--- config.mk ---
export PLATFORM = sky130hd
export DESIGN_NAME = key_store_arbiter
export DESIGN_NICKNAME = d
export VERILOG_FILES = /design/src/rtl/key_store_pkg.sv /design/src/rtl/key_rr_arbiter.sv /design/src/rtl/key_store_arbiter.sv
export SDC_FILE = /design/constraint.sdc
export NUM_CORES = 1
export LEC_CHECK = 0
export CAP_MARGIN = 5
export CORE_MARGIN = 4
export CORE_UTILIZATION = 30
export DETAILED_ROUTE_END_ITERATION = 8
export PLACE_DENSITY = 0.63
export SLEW_MARGIN = 20
export SYNTH_ARGS = -nofsm -noshare
export SYNTH_HDL_FRONTEND = slang
export SYNTH_SLANG_ARGS = --single-unit
--- constraint.sdc ---
create_clock -name clk -period 4.8 [get_ports clk]
set_input_delay 0.48 -clock clk [delete_from_list [all_inputs] [get_ports clk]]
set_output_delay 0.48 -clock clk [all_outputs]
set_load 0.02 [all_outputs]
--- src/rtl/key_store_pkg.sv ---
// rtl/key_store_pkg.sv - shared state encoding and constants for the key store arbiter
package key_store_pkg;

  localparam logic [1:0] ST_IDLE  = 2'd0;
  localparam logic [1:0] ST_GRANT = 2'd1;
  localparam logic [1:0] ST_ZERO  = 2'd2;

  typedef enum logic [1:0] {
    IDLE  = ST_IDLE,
    GRANT = ST_GRANT,
    ZERO  = ST_ZERO
  } ks_state_e;

  localparam int HOST_ID    = 0;
  localparam int DENY_CNT_W = 8;

endpackage

--- src/rtl/key_rr_arbiter.sv ---
// rtl/key_rr_arbiter.sv - combinational round-robin pick: first req at or above ptr, wrapping
module key_rr_arbiter #(
  parameter int NUM_REQ = 3,
  localparam int PTR_W  = (NUM_REQ > 1) ? $clog2(NUM_REQ) : 1
) (
  input  logic [NUM_REQ-1:0] req,
  input  logic [PTR_W-1:0]   ptr,
  output logic [NUM_REQ-1:0] winner,
  output logic               valid
);

  logic [2*NUM_REQ-1:0] rot_req;
  logic [2*NUM_REQ-1:0] rot_win;
  logic [NUM_REQ-1:0]   oh_rot;

  // Rotate so the pointer sits at bit 0, take the lowest set bit, rotate back.
  always_comb begin
    rot_req = {req, req} >> ptr;
    oh_rot  = '0;
    valid   = 1'b0;
    for (int i = 0; i < NUM_REQ; i++) begin
      if (!valid && rot_req[i]) begin
        oh_rot[i] = 1'b1;
        valid     = 1'b1;
      end
    end
    rot_win = {{NUM_REQ{1'b0}}, oh_rot} << ptr;
    winner  = rot_win[NUM_REQ-1:0] | rot_win[2*NUM_REQ-1:NUM_REQ];
  end

endmodule

--- src/rtl/key_store_arbiter.sv ---
// rtl/key_store_arbiter.sv - arbitrated key slot bank with locks and zeroize sweep
// Optional KEY_DENY_CNT_EN adds a saturating deny_cnt output.
module key_store_arbiter
  import key_store_pkg::*;
#(
  parameter int NUM_REQ   = 3,
  parameter int NUM_SLOTS = 4,
  parameter int KEY_W     = 16,
  localparam int SLOT_AW  = $clog2(NUM_SLOTS),
  localparam int PTR_W    = (NUM_REQ > 1) ? $clog2(NUM_REQ) : 1
) (
  input  logic                       clk,
  input  logic                       resetn,
  input  logic [NUM_REQ-1:0]         req,
  input  logic [NUM_REQ-1:0]         req_we,
  input  logic [NUM_REQ*SLOT_AW-1:0] req_slot,
  input  logic [NUM_REQ*KEY_W-1:0]   req_wdata,
  output logic [NUM_REQ-1:0]         gnt,
  output logic                       rsp_valid,
  output logic [KEY_W-1:0]           rsp_rdata,
  output logic                       rsp_err,
  input  logic                       lock_set,
  input  logic [SLOT_AW-1:0]         lock_slot,
  output logic [NUM_SLOTS-1:0]       lock_status,
  input  logic                       zeroize,
  output logic                       busy
`ifdef KEY_DENY_CNT_EN
  ,
  output logic [DENY_CNT_W-1:0]      deny_cnt
`endif
);

  ks_state_e           state;
  logic [PTR_W-1:0]    ptr;
  logic [NUM_REQ-1:0]  arb_oh;
  logic                arb_valid;
  logic [NUM_REQ-1:0]  win_oh;
  logic [PTR_W-1:0]    win_idx;
  logic                acc_we;
  logic [SLOT_AW-1:0]  acc_slot;
  logic [KEY_W-1:0]    acc_wdata;
  logic [SLOT_AW-1:0]  sweep;
  logic [KEY_W-1:0]    slots [NUM_SLOTS];
  logic                sel_we;
  logic [SLOT_AW-1:0]  sel_slot;
  logic [KEY_W-1:0]    sel_wdata;
  logic [PTR_W-1:0]    sel_idx;
  logic                in_grant;
  logic                win_is_host;
  logic                sweep_last;

  key_rr_arbiter #(.NUM_REQ(NUM_REQ)) u_arb (
    .req    (req),
    .ptr    (ptr),
    .winner (arb_oh),
    .valid  (arb_valid)
  );

  always_comb begin
    sel_we    = 1'b0;
    sel_slot  = '0;
    sel_wdata = '0;
    sel_idx   = '0;
    for (int i = 0; i < NUM_REQ; i++) begin
      if (arb_oh[i]) begin
        sel_we    = req_we[i];
        sel_slot  = req_slot[i*SLOT_AW +: SLOT_AW];
        sel_wdata = req_wdata[i*KEY_W +: KEY_W];
        sel_idx   = PTR_W'(i);
      end
    end
  end

  // Responses are decoded from the registered access so the lock seen is the one at the start of GRANT.
  assign in_grant    = (state == GRANT);
  assign win_is_host = (win_idx == PTR_W'(HOST_ID));
  assign sweep_last  = (sweep == SLOT_AW'(NUM_SLOTS - 1));
  assign gnt         = in_grant ? win_oh : '0;
  assign rsp_valid   = in_grant;
  assign rsp_err     = in_grant && lock_status[acc_slot] && (acc_we || win_is_host);
  assign rsp_rdata   = (in_grant && !acc_we && !rsp_err) ? slots[acc_slot] : '0;
  assign busy        = (state == ZERO);

  always_ff @(posedge clk or negedge resetn) begin
    if (!resetn) begin
      state     <= IDLE;
      ptr       <= '0;
      win_oh    <= '0;
      win_idx   <= '0;
      acc_we    <= 1'b0;
      acc_slot  <= '0;
      acc_wdata <= '0;
      sweep     <= '0;
      for (int s = 0; s < NUM_SLOTS; s++) slots[s] <= '0;
    end else begin
      case (state)
        IDLE: begin
          if (zeroize) begin
            state <= ZERO;
            sweep <= '0;
          end else if (arb_valid) begin
            state     <= GRANT;
            win_oh    <= arb_oh;
            win_idx   <= sel_idx;
            acc_we    <= sel_we;
            acc_slot  <= sel_slot;
            acc_wdata <= sel_wdata;
          end
        end
        GRANT: begin
          if (acc_we && !rsp_err) slots[acc_slot] <= acc_wdata;
          ptr <= (win_idx == PTR_W'(NUM_REQ - 1)) ? '0 : win_idx + 1'b1;
          if (zeroize) begin
            state <= ZERO;
            sweep <= '0;
          end else begin
            state <= IDLE;
          end
        end
        ZERO: begin
          slots[sweep] <= '0;
          sweep        <= sweep + 1'b1;
          if (sweep_last) state <= IDLE;
        end
        default: state <= IDLE;
      endcase
    end
  end

  always_ff @(posedge clk or negedge resetn) begin
    if (!resetn) begin
      lock_status <= '0;
    end else if (busy) begin
      if (sweep_last) lock_status <= '0;
    end else if (lock_set) begin
      lock_status[lock_slot] <= 1'b1;
    end
  end

`ifdef KEY_DENY_CNT_EN
  always_ff @(posedge clk or negedge resetn) begin
    if (!resetn) begin
      deny_cnt <= '0;
    end else if (rsp_err && (deny_cnt != {DENY_CNT_W{1'b1}})) begin
      deny_cnt <= deny_cnt + 1'b1;
    end
  end
`endif

endmodule

---- Yosys cells after proc, flatten, opt, wreduce, memory -nomap -nowiden ----
Index checks and enable logic that the tools add are counted.
word-level totals
  register bits after elaboration ......... 98
  latch bits .............................. 0
  RAM bits ................................ 0
  bits in read-only memories .............. 0
  bits of input ports ..................... 66
  output and inout bits ................... 26
  word-level logic and storage cells ...... 108
  memories ................................ 0
cells by class
  $add $sub $neg .......................... 2
  $mul .................................... 0
  divide/modulo/power cells ............... 0
  magnitude comparators ................... 7
  equal/unequal tests ..................... 8
  shift-type cells ........................ 2
  muxes and demuxes ....................... 43
  bitwise operators ....................... 7
  reductions and logical operators ........ 26
operators with widths
  kind                                                         number
  two-way mux 16 bit                                           8
  case mux 64 bit (2 select lines)                             1
  bitwise AND 64 bit                                           1
  bitwise mux 64 bit                                           1
  demux 16 bit (select 2 bit)                                  2
  two-way mux 64 bit                                           1
  NOT 64 bit                                                   1
  binary-select mux 16 bit (select 2 bit)                      1
  two-way mux 2 bit                                            10
  two-way mux 4 bit                                            3
  two-way mux 1 bit                                            11
  logical AND 1 bit                                            10
  AND reduction 2 bit                                          4
  equality test 2 bit (second input constant)                  3
  >= comparator 3 bit (second input constant)                  2
  less-than comparator 2 x 3 -> 1 bit (second input constant)  2
  less-than comparator 3 x 1 -> 1 bit (second input constant)  2
  != test 2 x 1 -> 1 bit (second input constant)               3
  NOT 2 -> 3 bit                                               2
  case mux 2 bit (3 select lines)                              1
  nonzero test 2 bit                                           3
  << shifter 3 x 2 -> 6 bit                                    1
  >> shifter 6 x 2 -> 3 bit                                    1
  adder 2 x 1 -> 2 bit (second input constant)                 2
  other kinds (15)                                             19

---- Depth between registers and ports, before layout ----
Gate-level depths: netlist (run 1).
  depth after elaboration ................. 13
  mapped depth ............................ 7
  gate-level depth less buffers ........... 5

---- By module ----
Synthesis (run 1) repeated with hierarchy kept, for this count alone.
second synthesis, totals
  cells, all modules ...................... 460
  area total of the unflattened synthesis .. 5211.2 sq um
by module, submodules not included
  module             instances  cells an instance  area each (sq um)  seq. area each (sq um)
  key_store_arbiter  1          448                5136.2             2427.3
  key_rr_arbiter     1          12                 75.1               0.0

---- Worst setup path before layout (run 1) ----
OpenSTA, ideal clock, no wires.
  path type ............................... reg-to-output
  start ................................... reg lock_status[3]
  end ..................................... out rsp_rdata[10]
  arrival time ............................ 1686 ps
  data required time ...................... 4320 ps
  setup slack ............................. 2634 ps
  stages on the path, launching flop included .. 5
  buffers on the path ..................... 1
  path through ............................ dfrtp_1 mux4_2 a211o_1 buf_6 nor2b_2
between the ends
  word-level cells in the longest chain between the ends .. 7
RTL lines
  what                                     line                      RTL
  from (decl)                              key_store_arbiter.sv:24   output logic [NUM_SLOTS-1:0] lock_status,
  from (signal assigned)                   key_store_arbiter.sv:132  lock_status <= '0;
  from (signal assigned)                   key_store_arbiter.sv:134  if (sweep_last) lock_status <= '0;
  from (signal, indexed assignment)        key_store_arbiter.sv:136  lock_status[lock_slot] <= 1'b1;
  binary-select mux 1 bit (select 2 bit)   key_store_arbiter.sv:80   assign rsp_err = in_grant && lock_status[acc_slot] && (acc_we || win_is_host);
  two-way mux 1 bit (implied by the code)  key_store_arbiter.sv:80
  logical AND 1 bit (2 in a row)           key_store_arbiter.sv:80
  logical NOT 1 bit                        key_store_arbiter.sv:81   assign rsp_rdata = (in_grant && !acc_we && !rsp_err) ? slots[acc_slot] : '0;
  logical AND 1 bit                        key_store_arbiter.sv:81
  two-way mux 16 bit                       key_store_arbiter.sv:81
  to (decl)                                key_store_arbiter.sv:20   output logic [KEY_W-1:0] rsp_rdata,
No other way between the ends. The select of a mux whose other input is x is not followed.

---- Final worst setup path (run 1) ----
  start ................................... reg lock_status[3]
  end ..................................... out rsp_rdata[15]
The elaborated chain is that of the path after synthesis.

==> flow_summary.ini, run 1 <==
[floorplanning]
ios = 92
rows = 46
dieArea_um2 = 18800
die_w_um = 137
start_util_pct = 31.0
fp.dieH_um = 137
core_area_um2 = 16100

[logic_synthesis]
synth_fp_nets = 592
ys_types = 41
synth_ff_type = dfrtp_1
ys_top_cells_by_area = dfrtp_1 (49%), mux4_2 (7.7%), nand2_1 (6.8%)
seq_area_frac_synth_pct = 48.5
yosys.area.top_type = dfrtp_1
ys_warn_count = 0
ys_seq_elements = 97
synth_top_area_share_pct = 48.5
synth_common_cells = dfrtp_1 (97), nand2_1 (90), o21ai_0 (63), nand3_1 (56), inv_1 (41)
syn_area_per_cell_um2 = 9.59
synth_most_common_cell = dfrtp_1
synthArstFlopShare_pct = 100
syn_area_um2 = 5000
postSynthCellCount = 522
synth_edf_count = 0

[global_routing]
antenna_found_initial = 0
busiest_layer = met2
gr-usage-met1_pct = 22.3
grt_overflow_total = 0
use_met3_pct = 2.98
grt_max_degree = 51
use_met2_pct = 25.4
first_global_vias = 4332
grt_pass1_wl_um = 23300
track_usage_pct = 16.0

[sta]
worstMarginPinSlew_ps = 949
rsz0062_at_grt = false
fin_hold_ws_ps = 171
min_period_over_period_pct = 66.2
timing.slew.headroom_pct = 36.6
clock_skew_ps = 7.27
layout_min_cycle_time_ps = 3180
setup_slack_ps = 1620
slew_viol_final = 0
setup_violations = 0
setup-tns-final_ps = 0
fmax_ghz = 0.315
hold_viol = 0

[layout]
areaGrowthSynthToFinish_pct = 27.5
fillers = 1596
final_util_pct = 39.6
fin_nets = 662
drive_gt1_share_pct = 9.72
n_antenna_cell = 0

[cts]
clk_pin_slew_worst_paths_ps = 60
clk_latency_ps = 340
numCtsBuffers = 9
cts_max_path_buffers = 2
tritoncts = done
clock-root-buffer = clkbuf_16
cts.htree.levels = 3
cts_sinks = 97
cts_setup_buffers = 0
cts_resized = 0
hold_buffers = 0

[routing]
ant_nets = 0
vias_per_cell = 5.26
wire_per_inst_um = 17.9
first_iter_violations = 388
vias = 4276
drt-total-wl_um = 14600
drt_pre_antenna_iters = 7
drc = 0

[placed_design]
detailed_place_hpwl_um = 10100
preCtsSetupSlack_ps = 1570
portBuffers = 91
gp_congestion = 0.860

[power]
p_leak_nw = 2.75
p_per_area_nw_per_um2 = 508
vdd_drop_max_mv = 0.284

[setup_path]
path_class = flip-flop to primary output
cp.required_ps = 4320
cp_num_buf_inv = 1
cp_slowest_cell = clkdlybuf4s50_1
cpLargestDelayFamily = buffers and inverters
startpoint = lock_status[3]$_DFFE_PN0P_
endpoint_kind = primary output
worstReg2RegStart = ptr[1]$_DFFE_PN0N_
crit_arrival_ps = 2700
start_kind = flip-flop
cp_cell_sequence = mux4_2 -> a211o_1 -> nor2b_1 -> clkdlybuf4s50_1
slowest_delay_ps = 630
path_max_fanout = 16

[hold_path]
min_path_type = primary input to asynchronous set/reset pin

[run_status]
status = finished, final reports clean

[job]
maxCapViolCount = 0
-- cells in the final DEF, fill, tap and decap left out, types with 2 or more instances in the layout --
cell type / synthesis / final
a2111oi_0: 8 / 8
a21oi_1: 11 / 11
a221oi_1: 22 / 22
a222oi_1: 6 / 6
a22o_1: 2 / 2
and2_1: 3 / 3
buf_4: 0 / 9
bufinv_16: 0 / 2
clkbuf_16: 0 / 9
clkdlybuf4s50_1: 0 / 90
dfrtp_1: 97 / 97
ha_1: 4 / 4
inv_1: 41 / 41
mux4_2: 17 / 17
nand2_1: 90 / 90
nand2b_1: 5 / 5
nand3_1: 56 / 56
nand3b_1: 2 / 2
nand4_1: 2 / 2
nor2_1: 9 / 9
nor2b_1: 9 / 9
nor2b_2: 10 / 10
o211a_1: 3 / 3
o21ai_0: 63 / 63
o21ai_1: 4 / 4
o31ai_1: 3 / 3
-- power breakdown --
part	switching, mW	internal, mW
Sequential	0.218	1.10
Clock	0.313	0.459
Combinational	0.658	0.492
Total	1.19	2.05
-- logic make-up after synthesis --
| logic type | synth area share, % |
|---|---|
| and+or+nand+nor | 18.0 |
| AOI/OAI and AO/OA | 17.5 |
| DFF | 48.5 |
| buffers and inverters | 6.90 |
| muxes | 7.88 |
| adders and majority gates | 1.00 |
| xor gates and xnor gates | 0.175 |
-- per-layer routing --
| metal | vias up | wire [um] |
|---|---|---|
| met2 | 163 | 6850 |
| met1 | 2096 | 6600 |
| li1 | 1998 | - |
| met5 | - | 0 |
| met4 | 0 | 258 |
| met3 | 19 | 853 |
-- cell type report --
cell class                      count  area [um2]  area share [%]
Clock inverter                      6        90.1            1.41
Sequential cell                    97        2430            38.0
Multi-Input combinational cell    344        2240            35.1
Inverter                           41         154            2.41
Timing Repair Buffer               99         968            15.2
Tap cell                          216         270            4.24
Clock buffer                       10         229            3.59
-- metrics by stage --
stage	area, um2	power (mW)	instances
final	6380	3.24	813
after global routing	6380	3.45	813
after CTS	6380	3.26	813
after detailed placement	6060	2.48	797
after global placement	6060	2.44	797
after floorplan	5000	2.07	522
-- flip-flops by register name (all words and copies together), names as in the netlist, 2 cells and up --
register,count
slots,64
lock_status,4
win_oh,3
state,2
sweep,2
acc_slot,2
acc_wdata,16
ptr,2
-- worst paths after layout --
| kind | end | slack, ps | depth (start not counted) |
|---|---|---|---|
| min in group clk | slots[12]$_DFFE_PN0P_ | 480 | 2 |
| worst min-delay path | acc_wdata[15]$_DFFE_PN0P_ | 170 | 1 |
| worst max-delay path | rsp_rdata[15] | 1620 | 4 |
| worst min register to register | slots[12]$_DFFE_PN0P_ | 480 | 2 |
| max in group asynchronous | slots[29]$_DFFE_PN0P_ | 3530 | 2 |
| worst max register to register | acc_wdata[5]$_DFFE_PN0P_ | 2750 | 4 |
(Power assumes the default switching activity.)
==> run 2, diff against run 1 <==
==> constraint.sdc (replaced) <==
create_clock -name clk -period 3.2 [get_ports clk]
set_input_delay 0.32 -clock clk [delete_from_list [all_inputs] [get_ports clk]]
set_output_delay 0.32 -clock clk [all_outputs]
set_load 0.02 [all_outputs]
==> run 2 against run 1 <==
Against the previous run: worst setup slack got worse by 1400 ps; die area unchanged; cell count increased by 0.74%; register-to-register slack got worse by 1700 ps; final area increased by 1.1%; total power increased by 52%; utilization increased by 0.43 points; non-clock buffer count increased by 6; clock power increased by 57%; clock-buffer cell count increased by 2; wire length increased by 1.2%; largest power group unchanged.
==> flow_summary.ini, run 2 (synthesis results as in run 1) <==
[run_status]
status = finished, final reports clean

[layout]
reg.largest.list = slots: 64 flops, acc_wdata: 16 flops, lock_status: 4 flops
regMostFlops = slots
fin_nets = 668
areaGrowthSynthToFinish_pct = 28.9
area.sequential_um2 = 2430
layout_commonest_cell = dfrtp_1
drive_gt1_share_pct = 10.6
design_area_um2 = 6450
n_antenna_cell = 0
final_util_pct = 40.0
largest_reg_flops = 64
layout_common_cells = dfrtp_1 (97), nand2_1 (90), clkdlybuf4s50_1 (90)
fillers = 1592
multi_input_comb_area_um2 = 2240

[sta]
clock_skew_ps = 8.70
setup_violations = 0
setup_slack_ps = 259
worstMarginPinSlew_ps = 859
rsz0062_at_grt = false
timing.slew.headroom_pct = 42.6
slew_viol_final = 0
setup-tns-final_ps = 0
min_period_over_period_pct = 91.9
hold_viol = 0
layout_min_cycle_time_ps = 2940
fmax_ghz = 0.340

[cts]
clk_pin_slew_worst_paths_ps = 70
clk_latency_ps = 340
numCtsBuffers = 9
tritoncts = done
clock-root-buffer = clkbuf_16
cts_max_path_buffers = 2
cts_sinks = 97
cts.htree.levels = 3
cts_setup_buffers = 0

[placed_design]
preCtsSetupSlack_ps = 442
portBuffers = 91
placed_cell_area_um2 = 6100
gp_congestion = 0.870
detailed_place_hpwl_um = 10300

[routing]
wire_per_inst_um = 18.0
vias_per_cell = 5.35
ant_nets = 0
drt_pre_antenna_iters = 4
first_iter_violations = 444
vias = 4380
drc = 0
drt-total-wl_um = 14700

[global_routing]
first_global_vias = 4387
grt_max_degree = 45
antenna_found_initial = 0
track_usage_pct = 16.0
grt_overflow_total = 0
grt_pass1_wl_um = 22900

[floorplanning]
fp.dieH_um = 137
die_w_um = 137
core_area_um2 = 16100
ios = 92
rows = 46
dieArea_um2 = 18800
start_util_pct = 31.0

[setup_path]
path_class = flip-flop to primary output
crit_arrival_ps = 2620
cp.required_ps = 2880
path_max_fanout = 16
endpoint_kind = primary output
start_kind = flip-flop

[power]
p_per_area_nw_per_um2 = 766
p_leak_nw = 2.80
vdd_drop_max_mv = 0.279
power.total_mw = 4.94

[job]
maxCapViolCount = 0

[hold_path]
min_path_type = flip-flop to flip-flop
## run 2: final cells by class
cell class	count	area share, %
inverters	41	2.39
multi-input cells	344	34.7
flip-flops and latches	97	37.6
repair buffers	105	15.8
well taps	216	4.19
clock inverters	4	1.14
clock buffers	12	4.13
## run 2: routing by layer
layer / vias to the layer above / share of wire (%) / track usage (%)
met5: - / 0 / 0
met4: 0 / 2.5 / 6.04
met3: 22 / 7.0 / 3.24
met2: 205 / 48 / 26.1
met1: 2144 / 43 / 20.9
li1: 2009 / - / -
## run 2: path summary, 6_finish.rpt
path | from | slack [ps] | end | cells after the start
max | lock_status[2]$_DFFE_PN0P_ | 260 | rsp_rdata[15] | 4
min | acc_wdata[1]$_DFFE_PN0P_ | 480 | slots[1]$_DFFE_PN0P_ | 2
max reg2reg | ptr[1]$_DFFE_PN0N_ | 1060 | acc_wdata[8]$_DFFE_PN0P_ | 4
min reg2reg | acc_wdata[1]$_DFFE_PN0P_ | 480 | slots[1]$_DFFE_PN0P_ | 2
max in group asynchronous | resetn | 1890 | acc_wdata[1]$_DFFE_PN0P_ | 3
min in group asynchronous | resetn | 510 | acc_wdata[10]$_DFFE_PN0P_ | 2
## run 2: report_power, final
part	switching (mW)	internal [mW]
sequential	0.319	1.66
clock	0.458	0.749
combinational	1.01	0.745
total	1.79	3.15
## run 2: metrics by stage
| step | hold slack (ps) | cells |
|---|---|---|
| 2_1_floorplan | 24.4 | 522 |
| 3_3_place_gp | 351 | 802 |
| 3_5_place_dp | 365 | 802 |
| 4_1_cts | 482 | 819 |
| 5_1_grt | 518 | 819 |
| 6_report | 476 | 819 |
## run 2: repair_timing
| action | CTS | global route |
|---|---|---|
| hold buffers | 1 | 0 |
| setup endpoints to repair | 0 | 6 |
| endpoints found under the hold margin | 8 | 0 |
| resized for setup | 0 | 1 |
## run 2: worst max-delay path, stage by stage (launching register included)
cell and delay (ps):
dfrtp_1 430, mux4_2 500, a211o_2 520, nor2b_1 190, clkdlybuf4s50_1 620
